File: config.mk
export PLATFORM = sky130hd
export DESIGN_NAME = npu_seq_ctrl
export DESIGN_NICKNAME = d
export VERILOG_FILES = /design/src/rtl/npu_pkg.sv /design/src/rtl/npu_seq_ctrl.sv
export SDC_FILE = /design/constraint.sdc
export NUM_CORES = 1
export LEC_CHECK = 0
export ABC_AREA = 1
export ABC_CLOCK_PERIOD_IN_PS = 1600
export CAP_MARGIN = 20
export CORE_MARGIN = 8
export CORE_UTILIZATION = 50
export DETAILED_ROUTE_END_ITERATION = 10
export GPL_ROUTABILITY_DRIVEN = 0
export PLACE_DENSITY = 0.86
export SYNTH_ARGS = -nofsm -noshare
export SYNTH_HDL_FRONTEND = slang
export SYNTH_SLANG_ARGS = --single-unit
File: constraint.sdc
create_clock -name clk -period 1.6 [get_ports clk]
set_clock_uncertainty 0.05 [all_clocks]
set_input_delay 0.32 -clock clk [delete_from_list [all_inputs] [get_ports clk]]
set_output_delay 0.32 -clock clk [all_outputs]
set_load 0.03 [all_outputs]
File: src/rtl/npu_pkg.sv
// Shared command, select, opcode and state definitions for the NPU command sequencer.
package npu_pkg;

    localparam logic [7:0] CMD_WRITE = 8'h01;
    localparam logic [7:0] CMD_START = 8'h02;

    localparam logic [1:0] SEL_A     = 2'b00;
    localparam logic [1:0] SEL_B     = 2'b01;
    localparam logic [1:0] SEL_RST   = 2'b10;
    localparam logic [1:0] SEL_CADDR = 2'b11;

    typedef enum logic [2:0] {
        OP_ADD = 3'd1,
        OP_SUB = 3'd2,
        OP_MUL = 3'd3,
        OP_MAX = 3'd4
    } op_e;

    typedef enum logic [2:0] {
        IDLE,
        READ,
        WAIT,
        WRITE,
        FINISH
    } state_e;

    // The ALU understands codes OP_ADD..OP_MAX; anything else is rejected at START.
    function automatic logic opc_valid(input logic [2:0] opc);
        return (opc >= 3'(OP_ADD)) && (opc <= 3'(OP_MAX));
    endfunction

endpackage

File: src/rtl/npu_seq_ctrl.sv
// Command sequencer: turns decoded SPI frames into SRAM_A/B loads and steps the
// element ALU over one tile (read A[i]/B[i], wait one cycle, write C[i]).
module npu_seq_ctrl
    import npu_pkg::*;
#(
    parameter int ADDR_W     = 10,
    parameter int DATA_W     = 8,
    parameter int TILE_ELEMS = 16
) (
    input  logic              clk,
    input  logic              rst_n,
    input  logic              frm_valid,
    input  logic [7:0]        frm_cmd,
    input  logic [1:0]        frm_sel,
    input  logic [2:0]        frm_opc,
    input  logic [DATA_W-1:0] frm_din,
    output logic              wr_a_en,
    output logic              wr_b_en,
    output logic [ADDR_W-1:0] wr_addr,
    output logic [DATA_W-1:0] wr_data,
    output logic              rd_en,
    output logic [ADDR_W-1:0] rd_addr,
    output logic [2:0]        alu_opc,
    input  logic [DATA_W-1:0] alu_result,
    output logic              c_we,
    output logic [ADDR_W-1:0] c_waddr,
    output logic [DATA_W-1:0] c_wdata,
    output logic [ADDR_W-1:0] c_raddr,
    output logic              busy,
    output logic              done,
    output logic              err
);

    localparam logic [ADDR_W-1:0] LAST_ELEM = ADDR_W'(TILE_ELEMS - 1);

    state_e            state, state_next;
    logic [ADDR_W-1:0] elem, elem_next;
    logic [ADDR_W-1:0] a_ptr, a_ptr_next;
    logic [ADDR_W-1:0] b_ptr, b_ptr_next;

    logic              wr_a_en_next, wr_b_en_next;
    logic [ADDR_W-1:0] wr_addr_next;
    logic [DATA_W-1:0] wr_data_next;
    logic              rd_en_next;
    logic [ADDR_W-1:0] rd_addr_next;
    logic [2:0]        alu_opc_next;
    logic              c_we_next;
    logic [ADDR_W-1:0] c_waddr_next;
    logic [DATA_W-1:0] c_wdata_next;
    logic [ADDR_W-1:0] c_raddr_next;
    logic              busy_next, done_next, err_next;

    logic              busy_now;

    // FINISH still counts as busy, so a frame landing on that cycle is rejected.
    assign busy_now = (state != IDLE);

    always_comb begin
        // NOTE: every *_next signal gets a default first, so no path through this block can infer a latch.
        state_next   = state;
        elem_next    = elem;
        a_ptr_next   = a_ptr;
        b_ptr_next   = b_ptr;
        wr_a_en_next = 1'b0;
        wr_b_en_next = 1'b0;
        wr_addr_next = wr_addr;
        wr_data_next = wr_data;
        rd_en_next   = 1'b0;
        rd_addr_next = rd_addr;
        alu_opc_next = alu_opc;
        c_we_next    = 1'b0;
        c_waddr_next = c_waddr;
        c_wdata_next = c_wdata;
        c_raddr_next = c_raddr;
        done_next    = done;
        err_next     = 1'b0;

        if (frm_valid) begin
            unique case (frm_cmd)
                CMD_WRITE: begin
                    if (frm_sel == SEL_CADDR) begin
                        c_raddr_next = ADDR_W'(frm_din);
                        done_next    = 1'b0;
                    end else if (busy_now) begin
                        err_next = 1'b1;
                    end else begin
                        done_next = 1'b0;
                        unique case (frm_sel)
                            SEL_A: begin
                                wr_a_en_next = 1'b1;
                                wr_addr_next = a_ptr;
                                wr_data_next = frm_din;
                                a_ptr_next   = a_ptr + ADDR_W'(1);
                            end
                            SEL_B: begin
                                wr_b_en_next = 1'b1;
                                wr_addr_next = b_ptr;
                                wr_data_next = frm_din;
                                b_ptr_next   = b_ptr + ADDR_W'(1);
                            end
                            default: begin
                                a_ptr_next = '0;
                                b_ptr_next = '0;
                            end
                        endcase
                    end
                end
                CMD_START: begin
                    if (!busy_now && opc_valid(frm_opc)) begin
                        alu_opc_next = frm_opc;
                        elem_next    = '0;
                        done_next    = 1'b0;
                        state_next   = READ;
                    end else begin
                        err_next = 1'b1;
                    end
                end
                default: err_next = 1'b1;
            endcase
        end

        unique case (state)
            IDLE: ;
            READ: begin
                rd_en_next   = 1'b1;
                rd_addr_next = elem;
                state_next   = WAIT;
            end
            WAIT: state_next = WRITE;
            WRITE: begin
                // alu_result reflects A[elem]/B[elem] registered by the SRAMs one cycle earlier.
                c_we_next    = 1'b1;
                c_waddr_next = elem;
                c_wdata_next = alu_result;
                if (elem == LAST_ELEM) begin
                    state_next = FINISH;
                end else begin
                    elem_next  = elem + ADDR_W'(1);
                    state_next = READ;
                end
            end
            FINISH: begin
                done_next  = 1'b1;
                a_ptr_next = '0;
                b_ptr_next = '0;
                state_next = IDLE;
            end
            default: state_next = IDLE;
        endcase

        busy_next = (state_next != IDLE);
    end

    always_ff @(posedge clk or negedge rst_n) begin
        if (!rst_n) begin
            state   <= IDLE;
            elem    <= '0;
            a_ptr   <= '0;
            b_ptr   <= '0;
            wr_a_en <= 1'b0;
            wr_b_en <= 1'b0;
            wr_addr <= '0;
            wr_data <= '0;
            rd_en   <= 1'b0;
            rd_addr <= '0;
            alu_opc <= '0;
            c_we    <= 1'b0;
            c_waddr <= '0;
            c_wdata <= '0;
            c_raddr <= '0;
            busy    <= 1'b0;
            done    <= 1'b0;
            err     <= 1'b0;
        end else begin
            // NOTE: non-blocking assignments so every register samples the pre-edge values computed above.
            state   <= state_next;
            elem    <= elem_next;
            a_ptr   <= a_ptr_next;
            b_ptr   <= b_ptr_next;
            wr_a_en <= wr_a_en_next;
            wr_b_en <= wr_b_en_next;
            wr_addr <= wr_addr_next;
            wr_data <= wr_data_next;
            rd_en   <= rd_en_next;
            rd_addr <= rd_addr_next;
            alu_opc <= alu_opc_next;
            c_we    <= c_we_next;
            c_waddr <= c_waddr_next;
            c_wdata <= c_wdata_next;
            c_raddr <= c_raddr_next;
            busy    <= busy_next;
            done    <= done_next;
            err     <= err_next;
        end
    end

endmodule

==> impl_metrics.csv <==
group,metric,value,unit
logic_synthesis,syn_inst,563,
power,pwr-share-seq,0.570,
routing,viasPerCell,5.410,
worst_setup_path,cp.required,1.23,ns
timing,finalSetupViolCount,0,
logic_synthesis,yosysMostFrequentCell,"nand2_1",
logic_synthesis,yosysWarnings,0,
timing,fin_crit,1.538,ns
logic_synthesis,synth-xor-area-share,0.009459,
placed_design,port_buffers,95,
final_layout,diodes,0,
routing,dr.pass1.iters,5,
global_routing,grt_overflow_total,0,
timing,slew_headroom,0.6048,
floorplanning,coreArea,0.009109,mm²
worst_setup_path,path_max_fanout,2,
logic_synthesis,synthArstFlopShare,1.000,
logic_synthesis,yosys.area.top_type_share,0.5243,
logic_synthesis,synthAdderAreaFrac,0.008108,
floorplanning,die_x,112.2,µm
final_layout,nets,719,
routing,drc,0,
logic_synthesis,yosysUniqueCellTypes,34,
power,p_leak,3.266,nW
worst_setup_path,crit_path_end_kind,"output pin",
power,cellPowerDensity,713.4,mW/mm²
logic_synthesis,synth-seq-area-share,0.5243,
placed_design,dp_slack,-0.3481,ns
run_status,status,"complete, no violations",
final_layout,fin_util,0.6705,
power,power,4.357,mW
clocking,clk-insertion-delay-late,0.38,ns
global_routing,grt_max_degree,49,
clocking,cts_tree,"done",
timing,worst_pin_slew,0.5922,ns
logic_synthesis,synth_common_cells,"175 x nand2_1, 97 x dfrtp_1, 54 x inv_1, 52 x o21ai_0, 42 x nand3_1",
logic_synthesis,ys_seq_elements,97,
global_routing,grt_pass1_vias,4183,
logic_synthesis,syn_area_per_cell,8.223,µm²
power,ir_drop,0.4294,mV
floorplanning,die_y,112.2,µm
timing,final_hold_viol_count,0,
final_layout,n_fill_cell,733,
worst_setup_path,rr_endpoint,"a_ptr[4]",
clocking,cts_buffer_depth,2,
worst_setup_path,r2r_slack,0.06,ns
timing,final.period_utilization,0.9612,
timing,max_freq,650.3,MHz
worst_setup_path,path_buf_inv,1,
min_path,hp-class,"primary input to asynchronous set/reset pin",
placed_design,detailed_place_hpwl,8696,µm
logic_synthesis,synth_top_family_by_area,"simple AND/OR/NAND/NOR gates",
worst_setup_path,startpoint,"c_waddr[4]",
power,power_frac_clock,0.354,
routing,num_vias,4328,
floorplanning,rows,35,
worst_setup_path,crit_path_start_kind,"flop",
job,maxCapViolCount,0,
power,comb_power_share,0.076,
timing,fin_ws,0.06215,ns
worst_setup_path,slowest_stage,"dlygate4sd2_1",
routing,wl_per_cell,15.01,µm
logic_synthesis,synth_compound_area_frac,0.1032,
logic_synthesis,synthesis.area,0.004629,mm²
power,power.internal,3.213,mW
routing,drt_wl_total,12010,µm
final_layout,area.growth.synth_to_final,31.92,%
logic_synthesis,synth_edf_count,0,
global_routing,antenna_found_initial,0,
final_layout,multi_input_area,0.001949,mm²
worst_setup_path,critical-path-top-delay-family,"buffers and inverters",
floorplanning,floorplan.initialDensity,0.5082,
global_routing,grt_usage,0.1899,
clocking,numCtsBuffers,9,
clocking,clk_pin_slew,0.11,ns
logic_synthesis,synth-simple-area-share,0.2741,
timing,slew_viol_final,0,
worst_setup_path,critPathKind,"flop to output pin",
logic_synthesis,synth_ff_type,"dfrtp_1",
worst_setup_path,max_stage_delay,0.41,ns
logic_synthesis,yosys.area.top_type,"dfrtp_1",
global_routing,grt_pass1_wl,19870,µm
final_layout,register_area,0.002427,mm²
clocking,root_buffer,"clkbuf_8",
power,swShare,0.2625,
clocking,htreeDepth,3,
timing,rsz0062_at_grt,"true",
logic_synthesis,synthMuxAreaShare,0.002162,
power,p_sw,1.144,mW
routing,drtIter0Drc,344,
floorplanning,io_pins,98,
worst_setup_path,crit_path_cell_trace,"dlygate4sd2_1",
clocking,cts_sinks,97,
worst_setup_path,arrival,1.17,ns
routing,drtAntennaViolNets,0,
logic_synthesis,synth_top_cells_by_area,"dfrtp_1 52%, nand2_1 14%, o21ai_0 5.6%",
worst_setup_path,worstReg2RegStart,"state[0]",
worst_setup_path,ff2ff_path_depth,7,
timing,setup_tns,0,ns
floorplanning,dieArea,0.01259,mm²
final_layout,drive_above_1_share,0.1408,
[logic make-up (layout without fill, tap and decap cells)]
| group | after synthesis | after routing |
|---|---|---|
| adder cells (fa/ha/maj) | 3 | 3 |
| AO/OA/AOI/OAI | 88 | 89 |
| flip-flops | 97 | 97 |
| AND/OR/NAND/NOR | 284 | 284 |
| multiplexers | 1 | 1 |
| XOR/XNOR | 5 | 5 |
| other | 1 | 2 |
| buffers and inverters | 84 | 208 |
[cell usage in the layout, fill, tap and decap left out, types with 6 or more instances in the layout]
| master | Yosys | layout |
|---|---|---|
| inv_1 | 54 | 54 |
| nand3_1 | 42 | 41 |
| nor2_1 | 28 | 22 |
| clkdlybuf4s50_1 | 0 | 30 |
| dlygate4sd2_1 | 0 | 62 |
| o21ai_2 | 8 | 8 |
| o21ai_0 | 52 | 52 |
| nor2_2 | 1 | 7 |
| buf_4 | 3 | 35 |
| nand4_1 | 19 | 19 |
| nand2_1 | 175 | 174 |
| dfrtp_1 | 97 | 97 |
| clkbuf_8 | 0 | 9 |
| inv_2 | 7 | 6 |
| o21ai_1 | 23 | 22 |
[metrics by stage]
step | instances | instance area (µm²) | hold slack [ns]
2_1_floorplan | 564 | 4633 | -0.02559
3_3_place_gp | 781 | 5877 | 0.1123
3_5_place_dp | 781 | 5877 | 0.1137
4_1_cts | 798 | 6006 | 0.2591
5_1_grt | 800 | 6107 | 0.2608
6_report | 800 | 6107 | 0.2503
[flip-flops by register name, summed over array words and instances (netlist names)]
signal,cells
a_ptr,10
wr_b_en,1
c_raddr,8
rd_en,1
b_ptr,10
wr_a_en,1
rd_addr,10
busy,1
elem,10
wr_data,8
done,1
err,1
c_waddr,10
c_we,1
wr_addr,10
state,3
c_wdata,8
alu_opc,3
[power groups by stage]
stage	Clock (mW)	Sequential [mW]	Combinational [mW]
floorplan	0	2.57	0.0802
global placement	0	2.53	0.333
detailed placement	0	2.53	0.339
CTS	1.57	2.48	0.332
global route	1.66	2.49	0.367
finish	1.54	2.48	0.331
[worst max path at each step]
stage                 endpoint  slack (ns)  cells past startpoint
finish              c_waddr[4]        0.06                      1
global route          a_ptr[2]       -0.02                      6
CTS                       busy        0.03                      8
detailed placement    a_ptr[8]       -0.35                     10
global placement      a_ptr[6]       -0.29                     10
floorplan                 busy        0.20                      8
[worst register-to-register path: stages (launching register included)]
cell and delay (ns):
dfrtp_1 0.43, nor2_2 0.16, nand2_2 0.17, inv_1 0.23, buf_4 0.16, nor2_1 0.04
nand2_1 0.05, o21ai_0 0.11
[what timing repair did]
action	4_1_cts	5_1_grt
endpoints found under the setup margin	68	34
gates cloned	0	1
pin swaps	0	1
endpoints found under the hold margin	97	0
hold buffers	1	0
resized for setup	64	19
buffers inserted	0	1
[routing by layer]
metal	GRT usage	part of all wire
met1	0.2266	0.41
met2	0.3220	0.49
met3	0.04187	0.072
met4	0.08543	0.026
met5	0	0
[area by class of cell]
class	count	share of cell area
tap	111	0.02274
sequential	97	0.3975
multi-input combinational	384	0.3192
inverter	61	0.03790
timing repair buffer	131	0.1926
clock inverter	7	0.009834
clock buffer	9	0.02028
(Power assumes the default switching activity.)
